[config.mk]
export PLATFORM = sky130hd
export DESIGN_NAME = palu_result_buffer
export DESIGN_NICKNAME = d
export VERILOG_FILES = /design/src/rtl/palu_result_buffer.sv
export SDC_FILE = /design/constraint.sdc
export NUM_CORES = 1
export LEC_CHECK = 0
export ABC_AREA = 1
export CAP_MARGIN = 40
export CORE_MARGIN = 2
export CORE_UTILIZATION = 35
export CTS_BUF_LIST = sky130_fd_sc_hd__clkbuf_4 sky130_fd_sc_hd__clkbuf_8
export DETAILED_ROUTE_END_ITERATION = 12
export GPL_ROUTABILITY_DRIVEN = 0
export PLACE_DENSITY = 0.62
export SYNTH_ARGS = -nofsm -noshare
export SYNTH_HDL_FRONTEND = slang
export SYNTH_SLANG_ARGS = --single-unit
[constraint.sdc]
create_clock -name clk -period 2.6 [get_ports clk]
set_clock_uncertainty 0.2 [all_clocks]
set_input_delay 0.26 -clock clk [delete_from_list [all_inputs] [get_ports clk]]
set_output_delay 0.26 -clock clk [all_outputs]
set_load 0.01 [all_outputs]
[src/rtl/palu_result_buffer.sv]
// ---------------------------------------------------------------------------
// palu_result_buffer
//
// This stage sits after the 4-bit ALU. Each ALU result is written into a small
// first-word-fall-through FIFO, together with its carry, its op selector and a
// zero flag. The display/register-write stage then reads the entries back in
// the order they were written.
//
// Parameters:
//   DEPTH  - number of FIFO entries (power of two, >= 2)
//   DATA_W - ALU result width
//   CNT_W  - occupancy count width, log2(DEPTH)+1
//
// Ports:
//   clk, rst_n          - rising-edge clock, async active-low reset
//   flush               - synchronous clear of every entry; wins over push/pop
//   in_valid/in_ready   - producer handshake (in_ready = not full)
//   result_in, carry_in,
//   op_in               - ALU result, carry and selector to store
//   out_valid/out_ready - consumer handshake (out_valid = not empty)
//   out_result, out_carry,
//   out_zero, out_op    - head entry fields; all read 0 while the FIFO is empty
//   count               - current occupancy, 0..DEPTH
//   carry_events        - only when PALU_BUF_STATS_EN is defined: saturating
//                         count of accepted pushes that had carry_in=1
//
// Optional feature macro: PALU_BUF_STATS_EN
// ---------------------------------------------------------------------------
module palu_result_buffer #(
  parameter int DEPTH  = 4,
  parameter int DATA_W = 4,
  parameter int CNT_W  = 3
) (
  input  logic              clk,
  input  logic              rst_n,
  input  logic              flush,
  input  logic              in_valid,
  output logic              in_ready,
  input  logic [DATA_W-1:0] result_in,
  input  logic              carry_in,
  input  logic [1:0]        op_in,
  output logic              out_valid,
  input  logic              out_ready,
  output logic [DATA_W-1:0] out_result,
  output logic              out_carry,
  output logic              out_zero,
  output logic [1:0]        out_op,
`ifdef PALU_BUF_STATS_EN
  output logic [7:0]        carry_events,
`endif
  output logic [CNT_W-1:0]  count
);

  // DEPTH is a power of two, so the pointers simply wrap when they overflow.
  localparam int PTR_W = CNT_W - 1;

  logic [PTR_W-1:0]  rd_ptr;
  logic [PTR_W-1:0]  wr_ptr;

  logic [DATA_W-1:0] mem_result [DEPTH];
  logic              mem_carry  [DEPTH];
  logic              mem_zero   [DEPTH];
  logic [1:0]        mem_op     [DEPTH];

  logic push;
  logic pop;

  // The handshake depends only on the registered occupancy. Because of that,
  // in_ready never looks at out_ready, and there is no combinational path
  // from the input side to the output side.
  assign in_ready  = (count < CNT_W'(DEPTH));
  assign out_valid = (count != '0);
  assign push      = in_valid & in_ready;
  assign pop       = out_valid & out_ready;

  // The head entry falls through to the outputs. Its fields are forced to 0
  // while the FIFO is empty, so the consumer never sees stale storage.
  assign out_result = out_valid ? mem_result[rd_ptr] : '0;
  assign out_carry  = out_valid ? mem_carry[rd_ptr]  : 1'b0;
  assign out_zero   = out_valid ? mem_zero[rd_ptr]   : 1'b0;
  assign out_op     = out_valid ? mem_op[rd_ptr]     : 2'b00;

  // Entry storage has no reset. An entry only becomes visible after the
  // count covers it. The zero flag is captured here once, at push time.
  always_ff @(posedge clk) begin
    if (push && !flush) begin
      mem_result[wr_ptr] <= result_in;
      mem_carry[wr_ptr]  <= carry_in;
      mem_zero[wr_ptr]   <= (result_in == '0);
      mem_op[wr_ptr]     <= op_in;
    end
  end

  // Pointer and occupancy bookkeeping. A flush drops any push or pop on the
  // same edge. A push and a pop together leave the count unchanged.
  always_ff @(posedge clk or negedge rst_n) begin
    if (!rst_n) begin
      rd_ptr <= '0;
      wr_ptr <= '0;
      count  <= '0;
    end else if (flush) begin
      rd_ptr <= '0;
      wr_ptr <= '0;
      count  <= '0;
    end else begin
      if (push) wr_ptr <= wr_ptr + PTR_W'(1);
      if (pop)  rd_ptr <= rd_ptr + PTR_W'(1);
      case ({push, pop})
        2'b10:   count <= count + CNT_W'(1);
        2'b01:   count <= count - CNT_W'(1);
        default: count <= count;
      endcase
    end
  end

`ifdef PALU_BUF_STATS_EN
  // Counts accepted pushes that carried out. The counter holds at 255.
  // A flush clears it, and a push on the flush edge is not counted.
  always_ff @(posedge clk or negedge rst_n) begin
    if (!rst_n) begin
      carry_events <= 8'd0;
    end else if (flush) begin
      carry_events <= 8'd0;
    end else if (push && carry_in && (carry_events != 8'hFF)) begin
      carry_events <= carry_events + 8'd1;
    end
  end
`endif

endmodule

==> impl_metrics.ini <==
[die]
coreArea_um2 = 4790
die_h_um = 74.8
row_count = 25
io_pins = 25
initial_core_util_pct = 36.7
die_w_um = 74.8
fp.dieArea_um2 = 5590

[setup_path]
cp-end-kind = primary output
path_class = reg -> out
cp_slowest_cell = dfrtp_1
crit_chain = inv_2 -> nor2_1 -> o21ai_0 -> a21oi_1 -> clkdlybuf4s50_1
critPathMaxFanout = 10
critPathLaunchType = flip-flop
cp_data_required_time_ns = 2.14
max_stage_delay_ns = 0.56
crit_arrival_ns = 1.96

[clock_tree]
ctsLongestPathBuffers = 2
htreeDepth = 2
cts_resized = 0
cts_tree = yes
post_cts_buffers = 0
insertion_delay_ns = 0.29
clock-sinks = 39
path_clk_slew_ns = 0.08
cts_root_buf = clkbuf_8
numCtsBuffers = 5
ctsHoldBuffers = 0

[cells_and_area]
nets = 208
final_core_util_pct = 45.5
fin_cells = 259
diodes = 0
drive_gt1_share_pct = 13.5
area_growth_pct = 24.2

[logic_synthesis]
syn_inst = 160
synth_top_area_share_pct = 54.8
synth.largest_area_cell = edfxtp_1
synth_nets = 177
synth_warnings = 0
synth_ff_type = edfxtp_1
avgSynthCellArea_um2 = 11.0
synthArstFlopShare_pct = 17.9
synth_edf_count = 32
synth.ff_latch_count = 39
syn_area_um2 = 1750
synthTopCellsByArea = edfxtp_1 55%, dfrtp_1 10%, nor2_1 8.6%, o21ai_0 4.6%, ha_1 2.9%
synth_cell_type_count = 26
ys_seq_area_share_pct = 64.8

[grt]
grt_usage_pct = 13.2
overflow = 0
grt_pass1_wl_um = 5400
antenna_found_initial = 0
grt_max_degree = 21
grt_pass1_vias = 1133

[place]
dpl.cell_count = 251
dpl_worst_slack_ns = 0.430
io_buffer_count = 24
hpwl_um = 2270

[detailed_routing]
highest_layer = met4
drt_wl_total_um = 3380
vias = 1190
met2WireLength_um = 1590
drt-met1-wl_um = 1620
drc = 0
final_antenna_net_count = 0
met3_length_um = 114
drtIter0Drc = 56
avgViaCountPerCell = 4.59
wl_per_cell_um = 13.0
first_pass_iters = 4

[timing]
setup_viol = 0
period_share_pct = 93.0
max_freq_mhz = 414
rsz0062_at_grt = no
period_minus_slack_ns = 2.42
final.setup.worst_slack_ns = 0.182
worstMarginPinSlew_ns = 0.550
slew_headroom_pct = 63.0
hold_violations = 0
hold_ws_ns = 0.0309
finalSetupTns_ns = 0
drv_slew = 0

[outcome]
status = complete, no violations

[power_and_ir_drop]
ir_worst_vdd_mv = 0.384
cellPowerDensity_nw_per_um2 = 921
p_leak_uw = 0.000817

[min_path]
hp-class = in -> async

[flow_run]
timing.max_cap.violations = 0
[where the power goes]
part	switching [uW]	internal [uW]
clock network	206	198
registers	55.8	747
logic	437	363
[Yosys cell counts (2+ instances only)]
library cell,instances
dfrtp_1,7
nand2_4,2
o21ai_2,2
buf_4,2
o21ai_1,2
buf_2,3
edfxtp_1,32
nand2_1,12
a21oi_1,9
nand2_2,3
nor2_1,40
ha_1,4
inv_1,13
o21ai_0,16
inv_2,2
[metal layers]
metal  global-route usage, %  up-vias
li1                        -      599
met1                    17.7      565
met2                    21.0       21
met3                    2.81        5
met4                    5.36        0
met5                       0        -
[final timing paths]
kind | startpoint | endpoint | slack [ns] | depth (start not counted)
min in group clk | wr_ptr[1] | wr_ptr[1] | 0.35 | 2
max in group asynchronous | rst_n | rd_ptr[0] | 1.92 | 1
max | rd_ptr[1] | out_result[3] | 0.18 | 5
min reg2reg | wr_ptr[1] | wr_ptr[1] | 0.35 | 2
min | rst_n | count[2] | 0.03 | 1
max reg2reg | count[1] | count[2] | 0.74 | 8
[through the flow]
stage          area (um^2)  power [uW]
6_report              2180        2010
5_1_grt               2180        2150
4_1_cts               2170        2030
3_5_place_dp          2090        1620
3_3_place_gp          2090        1620
2_1_floorplan         1750        1260
[state kept, by name (all words and copies together), names as in the netlist]
signal,cells
mem_op,8
mem_carry,4
mem_zero,4
wr_ptr,2
rd_ptr,2
mem_result,16
count,3
[cell type report]
cell class	count	area, um^2
fill	463	2610
sequential	39	1140
multi-input combinational	101	532
timing repair buffer	29	278
tap	67	83.8
clock buffer	6	76.3
inverter	15	60.1
clock inverter	2	12.5
[cells by family (layout without fill, tap and decap cells)]
family	count (synthesis)	after routing	share of synthesized area [%]
AOI/OAI and AO/OA	30	30	9.13
and+or+nand+nor	66	66	17.2
buffers and inverters	20	52	4.92
DFF	39	39	64.8
adders and majority gates	5	5	3.99
[worst max-delay path, delay by kind of cell (launching register included)]
kind                   cells  cell delay, ns
AO/OA/AOI/OAI              2            0.25
AND/OR/NAND/NOR            1            0.12
buffers and inverters      2            0.73
flip-flops                 1            0.56
[placed cells by master (no fill, tap or decap), types with 5 or more instances in the layout]
cell type / instances
clkbuf_8: 5
clkdlybuf4s50_1: 24
buf_4: 5
a21oi_1: 9
edfxtp_1: 32
dfrtp_1: 7
nand2_1: 12
nor2_1: 40
inv_1: 12
o21ai_0: 16
(Power assumes the default switching activity.)
==> patch 1 (same settings) <==
Build with the macro `PALU_BUF_STATS_EN` defined.
--- a/src/rtl/palu_result_buffer.sv
+++ b/src/rtl/palu_result_buffer.sv
@@ -27,4 +27,6 @@
 // Optional feature macro: PALU_BUF_STATS_EN
 // ---------------------------------------------------------------------------
+`define PALU_BUF_STATS_EN
+
 module palu_result_buffer #(
   parameter int DEPTH  = 4,
Check against the original RTL (old outputs only; new: carry_events): equivalent (equiv_simple and equiv_induct, registers matched by name and starting in step).
==> patch 1 against the unedited design <==
Hold slack better by 0.14 ns; total power up 11%; final area up 27%; wire length up 33%; area after synthesis up 27%; register-to-register slack worse by 0.06 ns; setup slack better by 0.0010 ns; sequential cell count up 8; utilization down 1.2 points; clock power up 13%; largest power group unchanged; highest routed layer unchanged.
==> patch 1: results (changes against the unedited design) <==
Area contributors post-synth=edfxtp_1 (43%), dfrtp_1 (17%), nor2_1 (7.6%); met3 Use GR=0.0356 (+0.00750); Hold WC Path Type=in2async; WL met3=136 um (+19%); final cell count without fillers=341 (+32%); # placed instances=333 (+33%); largest net degree at the start of global routing=21 (unchanged); syn nets=240 (+36%); Tmin final=2.42 ns (-0.00104 ns); port bufs=32 (+33%); DRT iter0 DRCs=120 (+110%); initial antenna violation count=0 (unchanged); leak pwr=1.08 nW (+32%); Unique masters post-synth=29 (+12%); Final #Nets=281 (+35%); wire length per cell=13.2 um (+1.3%); share of cells above drive strength 1=0.144 (+0.00852); area share of the largest cell type after synthesis=0.433 (-0.115); internal reg-to-reg setup slack=0.68 ns (-0.06 ns); Worst R2R Start=count[2]$_DFFE_PN0P_; first-pass GRT wire length=7670 um (+42%); DR WL met2=2190 um (+38%); vias per cell=4.73 (+3.0%); GR Layer Usage met2=0.221 (+0.0107); Async SR Flop Fraction=0.319 (+0.140); maximum VDD drop=0.301 mV (-22%); status=completed; Critical Path AT=1.96 ns (about the same); initial cell density of the core=0.356 (-0.0109); Post-Synth Adder-Cell Area=0.0372 (-0.00274); Setup Slack @ Placement=0.250 ns (-0.180 ns); register area share after synthesis=0.602 (-0.0456); number of synthesis warnings=0 (unchanged); vias in the first global route=1596 (+41%); GRT Total Usage=0.140 (+0.00746); routing usage on met1=0.189 (+0.0114); post-cts gate resize count=1 (+1); CP max FO=16 (+6); Critical Path End=out_zero; Mapped Cells=222 (+39%); top cells by count, synth=nor2_1 (45), edfxtp_1 (32), nand2_1 (24); placed cell area=0.00267 mm^2 (+28%); crit path from=rd_ptr[0]$_DFFE_PN0P_; cells on worst reg2reg path=8 (unchanged); M1 WL=2130 um (+31%); H-tree levels=2 (unchanged); clock tree buffer depth=2 (unchanged); Hold WS=0.167 ns (+0.136 ns); post-DP HPWL=3190 um (+40%); Largest regs=mem_result x16, carry_events x8, mem_op x8; XOR/XNOR share of the synthesized area=0.00395 (+0.00395); Compound-Gate Fraction of Synth Area=0.104 (+0.0124)
==> patch 1: area by class of cell <==
class | instances | area [um^2]
repair buffers | 39 | 373
flip-flops and latches | 47 | 1340
fillers | 592 | 3470
inverters | 24 | 97.6
clock buffers | 5 | 68.8
well taps | 77 | 96.3
clock inverters | 3 | 25.0
multi-input cells | 146 | 768
==> patch 1: worst max-delay path: stages, from the launching register on <==
cell and delay [ns]:
dfrtp_1 0.40, buf_4 0.24, nor2_1 0.07, nor2_1 0.11, o21ai_0 0.09, a21oi_1 0.19
clkdlybuf4s50_1 0.56
==> patch 1: report_power, final <==
group	switching [mW]	leakage (nW)	internal (mW)
clock network	0.260	0.0452	0.196
logic	0.468	0.541	0.374
registers	0.0620	0.494	0.875
total	0.790	1.08	1.45
==> patch 1: cell families (layout without fill, tap and decap cells) <==
kind of cell / Yosys count / after routing
compound gates: 41 / 41
xor+xnor: 1 / 1
fa+ha+maj: 6 / 6
buf+inv: 29 / 71
flops: 47 / 47
simple gates: 98 / 98
==> patch 2 (same flow settings) <==
Made on the original files. Register the output `count` once more; this adds one clock of latency there. The other outputs are not delayed to match.
--- a/src/rtl/palu_result_buffer.sv
+++ b/src/rtl/palu_result_buffer.sv
@@ -55,4 +55,6 @@
   localparam int PTR_W = CNT_W - 1;
 
+  logic [CNT_W-1:0] count_s0;
+
   logic [PTR_W-1:0]  rd_ptr;
   logic [PTR_W-1:0]  wr_ptr;
@@ -69,6 +71,6 @@
   // in_ready never looks at out_ready, and there is no combinational path
   // from the input side to the output side.
-  assign in_ready  = (count < CNT_W'(DEPTH));
-  assign out_valid = (count != '0);
+  assign in_ready  = (count_s0 < CNT_W'(DEPTH));
+  assign out_valid = (count_s0 != '0);
   assign push      = in_valid & in_ready;
   assign pop       = out_valid & out_ready;
@@ -98,16 +100,16 @@
       rd_ptr <= '0;
       wr_ptr <= '0;
-      count  <= '0;
+      count_s0 <= '0;
     end else if (flush) begin
       rd_ptr <= '0;
       wr_ptr <= '0;
-      count  <= '0;
+      count_s0 <= '0;
     end else begin
       if (push) wr_ptr <= wr_ptr + PTR_W'(1);
       if (pop)  rd_ptr <= rd_ptr + PTR_W'(1);
       case ({push, pop})
-        2'b10:   count <= count + CNT_W'(1);
-        2'b01:   count <= count - CNT_W'(1);
-        default: count <= count;
+        2'b10:   count_s0 <= count_s0 + CNT_W'(1);
+        2'b01:   count_s0 <= count_s0 - CNT_W'(1);
+        default: count_s0 <= count_s0;
       endcase
     end
@@ -128,4 +130,8 @@
 `endif
 
+  always_ff @(posedge clk) begin
+    count <= count_s0;
+  end
+
 endmodule
 
Function: changed (a bounded check fails within 4 cycles, from zero or initial values and one cycle with rst_n low).
==> patch 2 against the unedited design <==
Setup slack gained 0.082 ns; critical path depth grew 1; final area grew 3.3%; utilization shrank 0.88 points; critical endpoint is now out_zero; global-route usage shrank 0.64 points; total power grew 3.7%; area after synthesis grew 3.4%; wire length shrank 2.5%; sequential cell count grew 3; highest routed layer unchanged.
==> patch 2: results (changes against the unedited design) <==
syn nets=180 (+1.7%); leak pwr=0.847 nW (+3.6%); Sequential Power Share=0.417 (+0.017); Critical Path AT=1.88 ns (-0.08 ns); CP max FO=16 (+6); register area share after synthesis=0.659 (+0.0117); Async SR Flop Fraction=0.167 (-0.0128); Post-Synth Adder-Cell Area=0.0386 (-0.00132); cells on worst reg2reg path=8 (unchanged); GRT Total Usage=0.126 (-0.00642); Mapped Cells=163 (+1.9%); # Post-CTS Setup Buffers=0 (unchanged); Setup Slack @ Placement=0.490 ns (+0.0604 ns); status=completed; Vias=1213 (+1.9%); Compound-Gate Fraction of Synth Area=0.0883 (-0.00302); final core utilization=0.446 (-0.00876); share of cells above drive strength 1=0.138 (+0.00234); largest net degree at the start of global routing=21 (unchanged); Non-CTS buffers=30 (+3.4%); drt first pass iters=4 (unchanged); Hold WC Path Type=in2async; first-pass GRT wire length=5620 um (+4.1%); Least-Margin Pin Slew=0.532 ns (-0.0175 ns); clock tree buffer depth=2 (unchanged); XOR/XNOR share of the synthesized area=0 (unchanged); # placed instances=258 (+2.8%); Internal Power=1.37 mW (+4.6%); Filler cells=481 (+3.9%); fraction of area in multi-input gates=0.236 (-0.00787); Final #Nets=212 (+1.9%); Area contributors post-synth=edfxtp_1 (53%), dfrtp_1 (9.7%), nor2_1 (8.3%); clock network area share=0.0400 (-0.000759); clock root buffer=clkbuf_8; DRT iter0 DRCs=65 (+16%); post-DP HPWL=2290 um (+1.1%); final cell count without fillers=266 (+2.7%); Unique masters post-synth=27 (+3.8%); clk sinks=42 (+7.7%); Seq/total area=0.531 (+0.00987); placed cell area=0.00216 mm^2 (+3.4%); post-cts gate resize count=0 (unchanged); maximum VDD drop=0.274 mV (-29%); port bufs=24 (unchanged); wire length per cell=12.4 um (-5.1%); Design Power=2.08 mW (+3.7%); die area=0.00578 mm^2 (+3.2%); combinational power share=0.386 (-0.013); buffering overhead=0.127 (-0.000776)
patch 2: per-layer routing:
layer,vias up,routed length [um],global-route usage
li1,608,-,-
met1,585,1480,0.159
met2,16,1670,0.211
met3,4,102,0.0296
met4,0,36,0.0491
met5,-,0,0
patch 2: final timing paths:
path,startpoint,end,slack [ns]
max in group asynchronous,rst_n,rd_ptr[1]$_DFFE_PN0P_,1.92
setup / recovery,rd_ptr[0]$_DFFE_PN0P_,out_zero,0.26
hold reg to reg,count_s0[1]$_DFFE_PN0P_,count[1]$_DFF_P_,0.26
hold / removal,rst_n,rd_ptr[0]$_DFFE_PN0P_,0.02
setup reg to reg,count_s0[0]$_DFFE_PN0P_,count_s0[2]$_DFFE_PN0P_,0.73
min in group clk,count_s0[1]$_DFFE_PN0P_,count[1]$_DFF_P_,0.26
patch 2: critical path: stages, from the launching register on:
cell	delay, ns
dfrtp_1	0.39
buf_4	0.23
nor2_1	0.07
nor2_1	0.07
o21ai_0	0.08
a21oi_1	0.17
clkdlybuf4s50_1	0.57
